===== config.mk =====
export PLATFORM = sky130hd
export DESIGN_NAME = hamming_encode_ctrl
export DESIGN_NICKNAME = d
export VERILOG_FILES = /design/src/rtl/hamming_encode_ctrl.sv
export SDC_FILE = /design/constraint.sdc
export NUM_CORES = 1
export LEC_CHECK = 0
export CORE_ASPECT_RATIO = 0.8
export CORE_MARGIN = 1
export CORE_UTILIZATION = 30
export CTS_BUF_LIST = sky130_fd_sc_hd__clkbuf_8 sky130_fd_sc_hd__clkbuf_16
export DETAILED_ROUTE_END_ITERATION = 7
export GPL_TIMING_DRIVEN = 0
export PLACE_DENSITY_LB_ADDON = 0.2
export SYNTH_ARGS = -nofsm -noshare
export SYNTH_HDL_FRONTEND = slang
export SYNTH_SLANG_ARGS = --single-unit

===== constraint.sdc =====
create_clock -name Clk -period 3.4 [get_ports Clk]
set_input_delay 0.85 -clock Clk [delete_from_list [all_inputs] [get_ports Clk]]
set_output_delay 0.85 -clock Clk [all_outputs]
set_load 0.05 [all_outputs]

===== src/rtl/hamming_encode_ctrl.sv =====
// hamming_encode_ctrl: walks a block of 11-bit data words in byte memory,
// presents each word to an external combinational Hamming (16,11) parity
// encoder, and writes the assembled 16-bit codeword back as two bytes.
// Byte-order of the destination codeword (low byte first):
//   low  = {b4, b3, b2, p4, b1, p2, p1, p16}
//   high = {b11, b10, b9, b8, b7, b6, b5, p8}
module hamming_encode_ctrl #(
  parameter int unsigned NUM_WORDS = 15,
  parameter int unsigned SRC_BASE  = 0,
  parameter int unsigned DST_BASE  = 30,
  parameter int unsigned AW        = 8
) (
  input  logic          Clk,
  input  logic          Reset,
  input  logic          Start,
  output logic          Ack,
  output logic          Busy,
  output logic [AW-1:0] MemAddr,
  output logic          MemWrEn,
  output logic [7:0]    MemWrData,
  input  logic [7:0]    MemRdData,
  output logic [7:0]    EncA,
  output logic [7:0]    EncB,
  input  logic [4:0]    EncParity
);

  localparam int unsigned IDX_W = 4;

  localparam logic [IDX_W-1:0] LP_LAST_IDX = IDX_W'(NUM_WORDS - 1);
  localparam logic [AW-1:0]    LP_SRC      = AW'(SRC_BASE);
  localparam logic [AW-1:0]    LP_DST      = AW'(DST_BASE);
  localparam logic [AW-1:0]    LP_ONE      = AW'(1);

  typedef enum logic [2:0] {
    S_IDLE   = 3'd0,
    S_RD_LO  = 3'd1,
    S_RD_HI  = 3'd2,
    S_CAP_HI = 3'd3,
    S_WR_LO  = 3'd4,
    S_WR_HI  = 3'd5,
    S_DONE   = 3'd6
  } state_t;

  state_t               r_state;
  logic [IDX_W-1:0]     r_idx;
  logic [7:0]           r_lo_q;
  // Only b11..b9 of the source high byte are meaningful; the rest is
  // dropped at capture since it can never reach the encoder.
  logic [2:0]           r_hi_q;
  logic                 r_ack;
  logic                 r_busy;
  logic                 r_wr_en;
  logic [AW-1:0]        r_addr;

  logic [IDX_W-1:0]     w_idx_inc;
  logic [AW-1:0]        w_src_cur;
  logic [AW-1:0]        w_src_nxt;
  logic [AW-1:0]        w_dst_cur;
  logic [7:0]           w_cw_lo;
  logic [7:0]           w_cw_hi;
  logic [7:0]           w_wr_data;

  // Word-index arithmetic; addresses wrap modulo 2^AW by construction.
  assign w_idx_inc = r_idx + IDX_W'(1);
  assign w_src_cur = LP_SRC + AW'({r_idx, 1'b0});
  assign w_src_nxt = LP_SRC + AW'({w_idx_inc, 1'b0});
  assign w_dst_cur = LP_DST + AW'({r_idx, 1'b0});

  // Codeword bytes assembled from the captured data and encoder parity.
  // EncParity = {p16, p8, p4, p2, p1}; r_lo_q = {b8..b1}; r_hi_q = {b11..b9}.
  assign w_cw_lo = {r_lo_q[3], r_lo_q[2], r_lo_q[1], EncParity[2],
                    r_lo_q[0], EncParity[1], EncParity[0], EncParity[4]};
  assign w_cw_hi = {r_hi_q[2], r_hi_q[1], r_hi_q[0], r_lo_q[7],
                    r_lo_q[6], r_lo_q[5], r_lo_q[4], EncParity[3]};

  // Sequencer: state, index, capture registers and registered strobes.
  always_ff @(posedge Clk) begin
    if (Reset) begin
      r_state <= S_IDLE;
      r_idx   <= '0;
      r_lo_q  <= '0;
      r_hi_q  <= '0;
      r_ack   <= 1'b0;
      r_busy  <= 1'b0;
      r_wr_en <= 1'b0;
      r_addr  <= '0;
    end else begin
      r_ack   <= 1'b0;
      r_wr_en <= 1'b0;
      r_addr  <= '0;
      unique case (r_state)
        S_IDLE: begin
          if (Start) begin
            r_state <= S_RD_LO;
            r_idx   <= '0;
            r_busy  <= 1'b1;
            r_addr  <= LP_SRC;
          end
        end
        S_RD_LO: begin
          r_state <= S_RD_HI;
          r_addr  <= w_src_cur + LP_ONE;
        end
        S_RD_HI: begin
          r_state <= S_CAP_HI;
          r_lo_q  <= MemRdData;
        end
        S_CAP_HI: begin
          r_state <= S_WR_LO;
          r_hi_q  <= MemRdData[2:0];
          r_wr_en <= 1'b1;
          r_addr  <= w_dst_cur;
        end
        S_WR_LO: begin
          r_state <= S_WR_HI;
          r_wr_en <= 1'b1;
          r_addr  <= w_dst_cur + LP_ONE;
        end
        S_WR_HI: begin
          if (r_idx == LP_LAST_IDX) begin
            r_state <= S_DONE;
            r_ack   <= 1'b1;
          end else begin
            r_state <= S_RD_LO;
            r_idx   <= w_idx_inc;
            r_addr  <= w_src_nxt;
          end
        end
        S_DONE: begin
          r_state <= S_IDLE;
          r_busy  <= 1'b0;
        end
        default: begin
          r_state <= S_IDLE;
          r_busy  <= 1'b0;
        end
      endcase
    end
  end

  // Write byte is decoded from state so the encoder adds no latency.
  always_comb begin
    w_wr_data = 8'h00;
    unique case (r_state)
      S_WR_LO: w_wr_data = w_cw_lo;
      S_WR_HI: w_wr_data = w_cw_hi;
      default: w_wr_data = 8'h00;
    endcase
  end

  assign Ack       = r_ack;
  assign Busy      = r_busy;
  assign MemWrEn   = r_wr_en;
  assign MemAddr   = r_addr;
  assign MemWrData = w_wr_data;
  assign EncA      = {5'b0, r_hi_q};
  assign EncB      = r_lo_q;

endmodule


==> results of run 1 <==
[power breakdown]
part / total [µW] / leakage (µW) / switching, µW / internal (µW)
clock: 174 / 0.0000269 / 93.1 / 80.8
combinational: 228 / 0.000499 / 140 / 87.6
sequential: 343 / 0.000219 / 10.9 / 332
[worst max-delay path, cell delays in order (launching register included)]
cell	delay, ns
sky130_fd_sc_hd__dfxtp_1	0.40
sky130_fd_sc_hd__buf_2	0.26
sky130_fd_sc_hd__buf_2	0.33
sky130_fd_sc_hd__mux2i_1	0.13
sky130_fd_sc_hd__nor2_1	0.09
sky130_fd_sc_hd__clkdlybuf4s50_1	0.82
[registers in the layout, indices dropped and copies added, names as in the netlist]
register  flops
EncB          8
Ack           1
MemAddr       6
r_idx         4
Busy          1
r_state       3
r_hi_q        3
MemWrEn       1
[final cells by class]
cell class	instances	share of cell area, %
multi-input combinational	133	38.5
clock buffer	3	2.07
inverter	2	0.376
clock inverter	1	0.188
timing repair buffer	43	21.6
tap	60	3.76
buffer	20	6.52
sequential	27	27.1
[stage by stage]
step                      util [%]  setup WS [ns]
after floorplan                  -          0.972
after global placement        42.7          0.270
after detailed placement      42.7          0.268
after CTS                     43.7          0.215
after global routing          43.7         0.0748
final                         43.7          0.242
[metal layers]
layer | track usage, % | up-vias | routed length (µm)
li1 | - | 691 | -
met1 | 23.1 | 611 | 1830
met2 | 21.4 | 46 | 1500
met3 | 3.48 | 2 | 243
met4 | 1.36 | 0 | 12
met5 | 0 | - | 0
[final timing paths]
kind / endpoint / startpoint / slack [ns] / cells after the start
setup reg to reg: MemAddr[4]$_SDFF_PP0_ / r_idx[1]$_SDFFE_PP0P_ / 1.69 / 5
hold reg to reg: EncB[2]$_SDFFE_PP0P_ / EncB[2]$_SDFFE_PP0P_ / 0.48 / 2
hold / removal: EncB[2]$_SDFFE_PP0P_ / EncB[2]$_SDFFE_PP0P_ / 0.48 / 2
setup / recovery: MemWrData[5] / r_state[0]$_SDFFE_PP0P_ / 0.24 / 5
[logic make-up after synthesis]
group                      after synthesis  synth area share, %
and+or+nand+nor                         70                 23.6
AOI/OAI and AO/OA                       41                 17.6
other                                    1                0.263
xor gates and xnor gates                 2                 1.23
muxes                                   10                 7.03
buffers and inverters                   22                 9.67
DFF                                     27                 38.0
adders and majority gates                3                 2.64
[layout by cell type, fill, tap and decap left out, types with 2 or more instances in the layout]
| cell | count |
|---|---|
| sky130_fd_sc_hd__and2_1 | 2 |
| sky130_fd_sc_hd__xnor2_1 | 2 |
| sky130_fd_sc_hd__nor2b_1 | 3 |
| sky130_fd_sc_hd__o21a_1 | 3 |
| sky130_fd_sc_hd__clkdlybuf4s50_1 | 43 |
| sky130_fd_sc_hd__a31oi_1 | 2 |
| sky130_fd_sc_hd__dfxtp_1 | 27 |
| sky130_fd_sc_hd__nor2_1 | 19 |
| sky130_fd_sc_hd__inv_1 | 3 |
| sky130_fd_sc_hd__clkbuf_1 | 3 |
| sky130_fd_sc_hd__ha_1 | 3 |
| sky130_fd_sc_hd__nor3_1 | 4 |
| sky130_fd_sc_hd__conb_1 | 7 |
| sky130_fd_sc_hd__and3_1 | 2 |
| sky130_fd_sc_hd__a21oi_1 | 20 |
| sky130_fd_sc_hd__buf_2 | 5 |
| sky130_fd_sc_hd__nand2_1 | 24 |
| sky130_fd_sc_hd__a22oi_1 | 2 |
| sky130_fd_sc_hd__nand3b_1 | 2 |
| sky130_fd_sc_hd__clkbuf_8 | 3 |
| sky130_fd_sc_hd__o21ai_0 | 4 |
| sky130_fd_sc_hd__mux2i_1 | 10 |
| sky130_fd_sc_hd__a21boi_1 | 2 |
| sky130_fd_sc_hd__nand3_1 | 5 |
| sky130_fd_sc_hd__buf_4 | 11 |
| sky130_fd_sc_hd__a21o_1 | 3 |
| sky130_fd_sc_hd__nand2b_1 | 2 |
==> results.toml, run 1 <==
[clock_tree]
cts_root_buf = "sky130_fd_sc_hd__clkbuf_8"
tritoncts = "built"
worst_skew_pair.late_latency_ns = 0.27
cts_buffer_depth = 2
h-tree-depth = 1
post_cts_resized = 0
hold_buffers = 0
cts.sink_count = 27
cts_inserted_buffers = 3
post_cts.repair.setup_buffers = 0
cts.reportedPaths.clkPinSlew_ns = 0.09

[timing]
timing.setup.tns_ns = 0
setup_viol = 0
worst_slew_pin_slew_ns = 0.523
final_period_minus_worst_setup_slack_ns = 3.16
min_period_over_period_pct = 92.9
finalMaxSlewViolations = 0
timing.hold.ws_ns = 0.477
hold_viol_final = 0
fmaxAchievable_ghz = 0.317
grt_setup_unrepaired = "no"
max-slew-margin-rel_pct = 65.1
skew_ns = 0.00241

[global_routing]
global_route.usage.total_pct = 15.0
globalRoute.totalOverflow = 0
grt_start_max_net_pins = 15
grt_pass1_wl_um = 5990
via_count_of_the_first_global_routing_pass = 1141
antenna_found_initial = 0

[finish]
filler_cell_count = 473
net_count_of_the_finished_layout = 249
syn_to_final_growth_pct = 40.2
layout-drive-gt1-share_pct = 10.0
multi_input_comb_area_um2 = 768
antenna_cells_inserted = 0
layoutNonFillerInstCount = 289
finalInstanceArea_um2 = 2000
final-seq-area_um2 = 541

[critical_path]
timing.critical_path.from_type = "flop"
setup.worst_path.end_class = "primary output"
worstPathArrival_ns = 2.31
worstPathRequired_ns = 2.55
worst-setup-path-type = "reg2out"
path_max_fanout = 10

[placement]
buffer_ports.inserted = 43
dpl_hpwl_um = 2680
gp_congestion = 0.848
numPlacedInstances = 285
postPlaceCellArea_um2 = 1950

[drt]
detailedRoute.firstIterationViolations = 68
final_wl_um = 3580
drc = 0
routed_wire_length_per_instance_um = 12.4
ant_nets = 0
num_vias = 1350
detail_route.vias_per_cell = 4.67
detailed_routing_iteration_count_for_the_pre_antenna_repair_pass = 4

[synth]
synth_top_cells_by_area = "sky130_fd_sc_hd__dfxtp_1, sky130_fd_sc_hd__a21oi_1, sky130_fd_sc_hd__mux2i_1"
syn_avg_cell_area_um2 = 8.09
synth.cell_area_um2 = 1420
ys_dominant_reg_cell = "sky130_fd_sc_hd__dfxtp_1"
synth_area_leader_cell = "sky130_fd_sc_hd__dfxtp_1"
synth_seq_area_share_pct = 38.0
synth_enable_flop_cells = 0
yosysMostFrequentCell = "sky130_fd_sc_hd__dfxtp_1"
netlist_instances = 176
async_reset_ff_share_pct = 0
yosysWarnings = 0
synth_largest_type_area_fraction_pct = 38.0
netlist-cell-type-count = 38
yosys-top-cells-count = "sky130_fd_sc_hd__dfxtp_1, sky130_fd_sc_hd__nand2_1, sky130_fd_sc_hd__a21oi_1"
synth.ff_latch_count = 27

[job]
max-cap-violations = 0

[floorplanning]
die_h_um = 63.6
die_width_um = 79.0
io-pin-count = 51
fp-row-count = 22
floorplan.die_area_um2 = 5030
fp.coreArea_um2 = 4570
initial_core_utilization_pct = 31.2

[worst_hold_path]
min-delay-path-class = "reg2reg"

[power_and_ir_drop]
power.static_leakage_uw = 0.000745
power-per-cell-area_nw_per_um2 = 373
report.power.total_uw = 745
max-vdd-ir-drop_mv = 0.238

[status]
status = "finished clean"
No activity file was read; power rests on OpenSTA's default activity.
==> run 2, diff against run 1 <==
--- a/config.mk
+++ b/config.mk
@@ -6,7 +6,7 @@
 export NUM_CORES = 1
 export LEC_CHECK = 0
 export CORE_ASPECT_RATIO = 0.8
-export CORE_MARGIN = 1
+export CORE_MARGIN = 10
 export CORE_UTILIZATION = 30
 export CTS_BUF_LIST = sky130_fd_sc_hd__clkbuf_8 sky130_fd_sc_hd__clkbuf_16
 export DETAILED_ROUTE_END_ITERATION = 7
==> results.toml, run 2 (synthesized netlist as in run 1, its figures left out) <==
[power_and_ir_drop]
max-vdd-ir-drop_mv = 0.209
report.power.total_uw = 753
power-per-cell-area_nw_per_um2 = 377
power.static_leakage_uw = 0.000745

[clock_tree]
tritoncts = "built"
post_cts.repair.setup_buffers = 0
worst_skew_pair.late_latency_ns = 0.27
h-tree-depth = 1
cts.sink_count = 27
cts_inserted_buffers = 3
cts_buffer_depth = 2
cts.reportedPaths.clkPinSlew_ns = 0.09
post_cts_resized = 0
hold_buffers = 0
cts_root_buf = "sky130_fd_sc_hd__clkbuf_8"

[timing]
final_period_minus_worst_setup_slack_ns = 3.18
finalMaxSlewViolations = 0
grt_setup_unrepaired = "no"
max-slew-margin-rel_pct = 65.7
hold_viol_final = 0
timing.setup.tns_ns = 0
min_period_over_period_pct = 93.6
setup_viol = 0
fmaxAchievable_ghz = 0.314
skew_ns = 0.00170
worst_slew_pin_slew_ns = 0.514

[status]
status = "finished clean"

[drt]
detailed_routing_iteration_count_for_the_pre_antenna_repair_pass = 4
top_layer_used = "met4"
detail_route.vias_per_cell = 4.61
dr_wl_met3_um = 325
routed_wire_length_per_instance_um = 13.9
ant_nets = 0
detailedRoute.firstIterationViolations = 106
met2RoutedLength_um = 1610
final_wl_um = 4020
detail_route.wirelength.met1_um = 2020
num_vias = 1331
drc = 0

[finish]
filler_cell_count = 485
antenna_cells_inserted = 0
layout-drive-gt1-share_pct = 10.0
syn_to_final_growth_pct = 40.2
net_count_of_the_finished_layout = 249
largest_register_ffs = 8
most_frequent_cells_in_the_layout = "sky130_fd_sc_hd__clkdlybuf4s50_1, sky130_fd_sc_hd__dfxtp_1, sky130_fd_sc_hd__nand2_1, sky130_fd_sc_hd__a21oi_1, sky130_fd_sc_hd__nor2_1"
most_common_cell_after_layout_fill_and_taps_aside = "sky130_fd_sc_hd__clkdlybuf4s50_1"

[floorplanning]
floorplan.die_area_um2 = 7920
die_h_um = 81.6
fp.coreArea_um2 = 4600
fp-row-count = 22
io-pin-count = 51
initial_core_utilization_pct = 31.0
die_width_um = 97.0

[placement]
gp_congestion = 0.853
buffer_ports.inserted = 43
dpl_hpwl_um = 3000

[critical_path]
crit_path_buf_inv_count = 3
timing.critical_path.mode_cell = "sky130_fd_sc_hd__buf_2"
worstPathArrival_ns = 2.33
cell_by_cell_trace_of_the_critical_path = "buf_2, buf_2, mux2i_1, nor2_1, clkdlybuf4s50_1"
path_max_fanout = 10
setup.worst_path.end_class = "primary output"
worstPathRequired_ns = 2.55
timing.critical_path.slowest_stage_cell = "sky130_fd_sc_hd__clkdlybuf4s50_1"
timing.critical_path.from_type = "flop"
timing.critical_path.slowest_cell_delay_ns = 0.82
crit_family = "buffers and inverters"
worst-setup-path-type = "reg2out"

[global_routing]
via_count_of_the_first_global_routing_pass = 1214
globalRoute.totalOverflow = 0
grt_start_max_net_pins = 15
grt_pass1_wl_um = 6240
antenna_found_initial = 0
global_route.usage.total_pct = 9.71

[worst_hold_path]
min-delay-path-class = "reg2reg"

[job]
max-cap-violations = 0
==> run 2: report_power, final <==
part	total [µW]	switching (µW)	internal, µW
sequential	344	11.5	332
clock	181	99.5	81.1
combinational	228	141	87.5
total	753	252	501
==> run 2: stage by stage <==
step                utilization, %  cell area (µm²)  hold WS (ns)  cells  worst slack [ns]
global route                  43.4             2000         0.506    289            0.0623
CTS                           43.4             2000         0.478    289             0.205
global placement              42.5             1950         0.459    285             0.255
finish                        43.4             2000         0.473    289             0.216
detailed placement            42.5             1950         0.464    285             0.269
floorplan                        -             1450         0.590    182             0.972
==> run 2: layer usage <==
metal  track usage [%]  vias up
li1                  -      694
met1              12.5      590
met4              4.41        0
met2              13.8       43
met3              4.11        4
met5                 0        -
==> run 2: tightest hold or removal path, delay by kind of cell, from the launching register on <==
kind / cells / cell delay [ns]
AO/OA/AOI/OAI: 1 / 0.05
flip-flops: 1 / 0.33
AND/OR/NAND/NOR: 1 / 0.05
==> run 2: final timing paths <==
| kind | cells after the start | end | slack, ns | from |
|---|---|---|---|---|
| worst min register to register | 2 | EncB[5]$_SDFFE_PP0P_ | 0.47 | EncB[5]$_SDFFE_PP0P_ |
| worst min-delay path | 2 | EncB[5]$_SDFFE_PP0P_ | 0.47 | EncB[5]$_SDFFE_PP0P_ |
| worst max register to register | 5 | MemAddr[4]$_SDFF_PP0_ | 1.74 | r_idx[1]$_SDFFE_PP0P_ |
| worst max-delay path | 5 | MemWrData[7] | 0.22 | r_state[0]$_SDFFE_PP0P_ |
==> run 2: layout make-up <==
class | instances | area, µm² | area share, %
clock buffers | 3 | 41.3 | 2.07
plain buffers | 20 | 130 | 6.52
well taps | 60 | 75.1 | 3.76
multi-input cells | 133 | 768 | 38.5
inverters | 2 | 7.51 | 0.376
flip-flops and latches | 27 | 541 | 27.1
repair buffers | 43 | 430 | 21.6
clock inverters | 1 | 3.75 | 0.188
